==> src/rtl/hd44780_status_leds.sv <==
// hd44780_status_leds: status indicators for the board top.
// Provides N independent LED channels. Each channel has a 2-bit mode (off / on / blink / button)
// and a PWM brightness level. The block also has a free-running heartbeat and a synchronised,
// debounced user button with a press strobe.
//
// Ports:
//   i_clk        system clock
//   i_rst_n      asynchronous active-low reset (deassertion synchronised by the top)
//   i_mode       per-channel mode, channel k at [2k+1:2k]
//   i_level      per-channel brightness, channel k at [PWM_BITS*(k+1)-1:PWM_BITS*k]
//   i_button     raw button, active high, asynchronous to i_clk
//   o_led        registered LED drive, polarity per ACTIVE_LOW mask
//   o_heartbeat  registered alive indicator, high during the first half of the blink period
//   o_button     debounced button level, active high
//   o_press      one-cycle strobe after each debounced 0->1 transition
module hd44780_status_leds #(
   parameter int unsigned         CHANNELS      = 4,
   parameter int unsigned         PWM_BITS      = 3,
   parameter int unsigned         BLINK_BITS    = 25,
   parameter int unsigned         DEBOUNCE_BITS = 16,
   parameter logic [CHANNELS-1:0] ACTIVE_LOW    = '0
) (
   input  logic                         i_clk,
   input  logic                         i_rst_n,
   input  logic [2*CHANNELS-1:0]        i_mode,
   input  logic [PWM_BITS*CHANNELS-1:0] i_level,
   input  logic                         i_button,
   output logic [CHANNELS-1:0]          o_led,
   output logic                         o_heartbeat,
   output logic                         o_button,
   output logic                         o_press
);

   localparam int unsigned MODE_BITS = 2;

   typedef enum logic [MODE_BITS-1:0] {
      MODE_OFF    = 2'b00,
      MODE_ON     = 2'b01,
      MODE_BLINK  = 2'b10,
      MODE_BUTTON = 2'b11
   } mode_e;

   logic [PWM_BITS-1:0]      pwm_ctr;
   logic [BLINK_BITS-1:0]    blink_ctr;
   logic                     blink_on_c;
   logic                     btn_s1;
   logic                     btn_s2;
   logic [DEBOUNCE_BITS-1:0] db_ctr;
   logic                     btn_prev;
   logic [CHANNELS-1:0]      bright_c;
   logic [CHANNELS-1:0]      on_c;

   // Free-running PWM and blink timebases
   always_ff @(posedge i_clk or negedge i_rst_n) begin
      if (!i_rst_n) begin
         pwm_ctr   <= '0;
         blink_ctr <= '0;
      end else begin
         pwm_ctr   <= pwm_ctr + PWM_BITS'(1);
         blink_ctr <= blink_ctr + BLINK_BITS'(1);
      end
   end

   assign blink_on_c = ~blink_ctr[BLINK_BITS-1];

   // Per-channel brightness gate and mode decode
   always_comb begin
      logic [PWM_BITS-1:0]  lvl;
      logic [MODE_BITS-1:0] md;
      bright_c = '0;
      on_c     = '0;
      lvl      = '0;
      md       = '0;
      for (int unsigned k = 0; k < CHANNELS; k++) begin
         lvl = i_level[k*PWM_BITS +: PWM_BITS];
         md  = i_mode[k*MODE_BITS +: MODE_BITS];
         // Full-scale level is forced to 100% rather than (2^P-1)/2^P
         bright_c[k] = (lvl == '1) || (pwm_ctr < lvl);
         case (mode_e'(md))
            MODE_OFF:    on_c[k] = 1'b0;
            MODE_ON:     on_c[k] = bright_c[k];
            MODE_BLINK:  on_c[k] = bright_c[k] & blink_on_c;
            MODE_BUTTON: on_c[k] = bright_c[k] & o_button;
            default:     on_c[k] = 1'b0;
         endcase
      end
   end

   // Registered LED and heartbeat drive; reset leaves every LED dark
   always_ff @(posedge i_clk or negedge i_rst_n) begin
      if (!i_rst_n) begin
         o_led       <= ACTIVE_LOW;
         o_heartbeat <= 1'b1;
      end else begin
         o_led       <= on_c ^ ACTIVE_LOW;
         o_heartbeat <= blink_on_c;
      end
   end

   // Two-flop synchroniser for the asynchronous button
   always_ff @(posedge i_clk or negedge i_rst_n) begin
      if (!i_rst_n) begin
         btn_s1 <= 1'b0;
         btn_s2 <= 1'b0;
      end else begin
         btn_s1 <= i_button;
         btn_s2 <= btn_s1;
      end
   end

   // Debouncer: accept a new level only after it has held for 2^DEBOUNCE_BITS clocks
   always_ff @(posedge i_clk or negedge i_rst_n) begin
      if (!i_rst_n) begin
         db_ctr   <= '0;
         o_button <= 1'b0;
      end else if (btn_s2 == o_button) begin
         db_ctr <= '0;
      end else if (db_ctr == '1) begin
         o_button <= btn_s2;
         db_ctr   <= '0;
      end else begin
         db_ctr <= db_ctr + DEBOUNCE_BITS'(1);
      end
   end

   // Press strobe: one cycle after the debounced level rises
   always_ff @(posedge i_clk or negedge i_rst_n) begin
      if (!i_rst_n) begin
         btn_prev <= 1'b0;
         o_press  <= 1'b0;
      end else begin
         btn_prev <= o_button;
         o_press  <= o_button & ~btn_prev;
      end
   end

endmodule

==> config.mk <==
export PLATFORM = sky130hd
export DESIGN_NAME = hd44780_status_leds
export DESIGN_NICKNAME = d
export VERILOG_FILES = /design/src/rtl/hd44780_status_leds.sv
export SDC_FILE = /design/constraint.sdc
export NUM_CORES = 1
export LEC_CHECK = 0
export ABC_AREA = 0
export CAP_MARGIN = 5
export CORE_MARGIN = 2
export CORE_UTILIZATION = 52
export CTS_CLUSTER_DIAMETER = 30
export DETAILED_ROUTE_END_ITERATION = 6
export DONT_BUFFER_PORTS = 1
export HOLD_SLACK_MARGIN = 0.06
export PLACE_DENSITY = 0.64
export SLEW_MARGIN = 20
export SYNTH_ARGS = -nofsm -noshare
export SYNTH_HDL_FRONTEND = slang
export SYNTH_SLANG_ARGS = --single-unit
export TNS_END_PERCENT = 30
==> constraint.sdc <==
create_clock -name i_clk -period 3.4 [get_ports i_clk]
set_input_delay 0.68 -clock i_clk [delete_from_list [all_inputs] [get_ports i_clk]]
set_output_delay 0.68 -clock i_clk [all_outputs]
set_load 0.1 [all_outputs]
==> results.json <==
{
  "outcome": "completed",
  "required_ns": 2.72,
  "fill_cells": 398,
  "syn_area_per_cell_um2": 10.9,
  "initial_core_util_pct": 53.6,
  "critPathCaptureType": "output pin",
  "via_count": 1603,
  "setup_viol_count_final": 0,
  "layout-drive-gt1-share_pct": 6.22,
  "via_per_inst": 5.20,
  "synthDistinctLibCells": 27,
  "drtAntennaViolNets": 0,
  "rows": 25,
  "portBuffers": 0,
  "finalCriticalPeriod_ns": 1.93,
  "area_growth_pct": 8.45,
  "max_slew_margin_pct": 39.9,
  "wl_mm": 3.98,
  "htree_levels": 2,
  "route.detailed.drc": 0,
  "final_nets": 274,
  "cap_violations": 0,
  "cp_max_fo": 1,
  "drt_iter0_drc": 117,
  "cts_setup_buffers": 0,
  "antenna_found_initial": 0,
  "leakagePower_uw": 0.00133,
  "die-area_mm2": 0.00544,
  "p_per_area_mw_per_mm2": 420,
  "clock_sinks": 54,
  "yosys_warnings": 0,
  "synth-seq-area-share_pct": 53.4,
  "clk_latency_ns": 0.31,
  "grt_remaining_overflow": 0,
  "fmax_mhz": 517,
  "core_region_area_mm2": 0.00472,
  "syn_nets": 267,
  "dieWidth_um": 73.8,
  "finalCritPeriodShare_pct": 56.9,
  "die-height_um": 73.8,
  "rsz0062_at_grt": "no",
  "peakVddDrop_mv": 0.230,
  "ioPinCount": 30,
  "route.detailed.wl_per_inst_um": 12.9,
  "setup_tns_ns": 0,
  "finalHoldViolCount": 0,
  "grt_pass1_vias": 1555,
  "syn_area_mm2": 0.00253,
  "clk_pin_slew_worst_paths_ns": 0.09,
  "crit_type": "reg2out",
  "start_kind": "flop",
  "regArea_mm2": 0.00135,
  "grt_usage_pct": 16.8,
  "cts-root-buf": "clkbuf_8",
  "cts_made_buffers": 5,
  "fin_skew_ns": 0.00396,
  "report.power.total_uw": 1150,
  "cts_tree": "done",
  "grt_first_pass_wirelength_mm": 6.92,
  "cts_max_path_buffers": 2,
  "diodes": 0,
  "dpl.hpwl_mm": 2.76,
  "hold_class": "in2async",
  "ys_ff_latch": 54,
  "dr.pass1.iters": 4,
  "worst_pin_slew_ns": 0.901,
  "gp_congestion": 0.733,
  "drv_slew": 0,
  "multi_input_comb_area_mm2": 0.00110,
  "cp.arrival_ns": 1.25,
  "grt_start_max_net_pins": 54,
  "syn_inst": 233
}
stage by stage:
stage	utilization [%]	instances	worst slack [ns]	hold slack, ns	instance area [µm²]
after global routing	58.1	308	1.40	0.183	2750
after global placement	55.3	299	1.69	0.338	2610
final	58.1	308	1.47	0.203	2750
after floorplan	-	233	1.54	0.331	2530
after detailed placement	55.3	299	1.59	0.339	2610
after CTS	58.1	308	1.46	0.195	2750
kinds of logic (layout without fill, tap and decap cells):
| family | Yosys count | count (layout) | share of synthesized area [%] |
|---|---|---|---|
| compound gates | 17 | 17 | 4.74 |
| xor+xnor | 39 | 39 | 13.5 |
| fa+ha+maj | 11 | 11 | 5.43 |
| buf+inv | 19 | 27 | 2.96 |
| flops | 54 | 54 | 53.4 |
| mux | 1 | 1 | 0.445 |
| simple gates | 92 | 92 | 19.5 |
where the power goes:
part / switching [µW] / total, µW / internal [µW]
Sequential: 37.7 / 687 / 649
Clock: 204 / 425 / 221
Combinational: 24.3 / 40.4 / 16.1
what timing repair did:
action / in CTS / in global routing
hold endpoints to repair: 53 / 0
resized for setup: 0 / 0
hold buffers: 1 / 0
layer usage:
layer / vias up / wire length, µm / track usage (%)
met5: - / 0 / 0
met4: 0 / 65 / 7.07
met3: 7 / 196 / 5.08
li1: 798 / - / -
met1: 770 / 1900 / 21.8
met2: 28 / 1820 / 26.0
final timing paths:
kind / startpoint / end / slack [ns] / depth (start not counted)
min in group i_clk: btn_s1 / btn_s2 / 0.36 / 0
setup reg to reg: db_ctr[0] / db_ctr[15] / 1.61 / 5
max in group asynchronous: i_rst_n / blink_ctr[13] / 2.97 / 1
setup / recovery: o_led[2] / o_led[2] / 1.47 / 0
hold / removal: i_rst_n / o_heartbeat / 0.20 / 0
hold reg to reg: btn_s1 / btn_s2 / 0.36 / 0
cell usage after synthesis, drive strengths merged:
master	n	share of area [%]
clkbuf	1	0.15
dfrtp	53	52
nand2b	4	0.99
and4	3	1.0
xnor2	32	11
dfstp	1	1.0
a41o	1	0.40
and3	5	1.2
ha	11	5.4
nor2b	1	0.25
a21oi	4	0.79
buf	1	0.30
a21o	8	2.4
nor4	5	1.8
inv	17	2.5
nand3	20	4.3
mux2	1	0.44
a211oi	4	1.2
xor2	7	2.4
nor2	28	4.2
nand4	9	2.5
nand2	12	1.8
nor3	5	1.4
cell type report:
| type | instances | share of cell area, % |
|---|---|---|
| clock buffers | 7 | 2.78 |
| multi-input cells | 160 | 40.2 |
| repair buffers | 2 | 1.28 |
| clock inverters | 1 | 1.09 |
| well taps | 67 | 3.05 |
| inverters | 17 | 2.32 |
| flip-flops and latches | 54 | 49.2 |
layout by cell type, fill, tap and decap left out, drive strengths merged, types with 7 or more instances in the layout:
cell type  netlist  layout
clkbuf           1       7
nand2           12      12
a21o             8       8
nand4            9       9
ha              11      11
inv             17      17
dfrtp           53      53
nand3           20      20
nor2            28      28
xnor2           32      32
xor2             7       7
sequential cells by signal, indices dropped and copies added, names as in the netlist:
| name | cells |
|---|---|
| o_heartbeat | 1 |
| o_press | 1 |
| o_led | 4 |
| pwm_ctr | 3 |
| blink_ctr | 25 |
| o_button | 1 |
| btn_s2 | 1 |
| db_ctr | 16 |
| btn_prev | 1 |
| btn_s1 | 1 |
No activity file was read; power rests on OpenSTA's default activity.
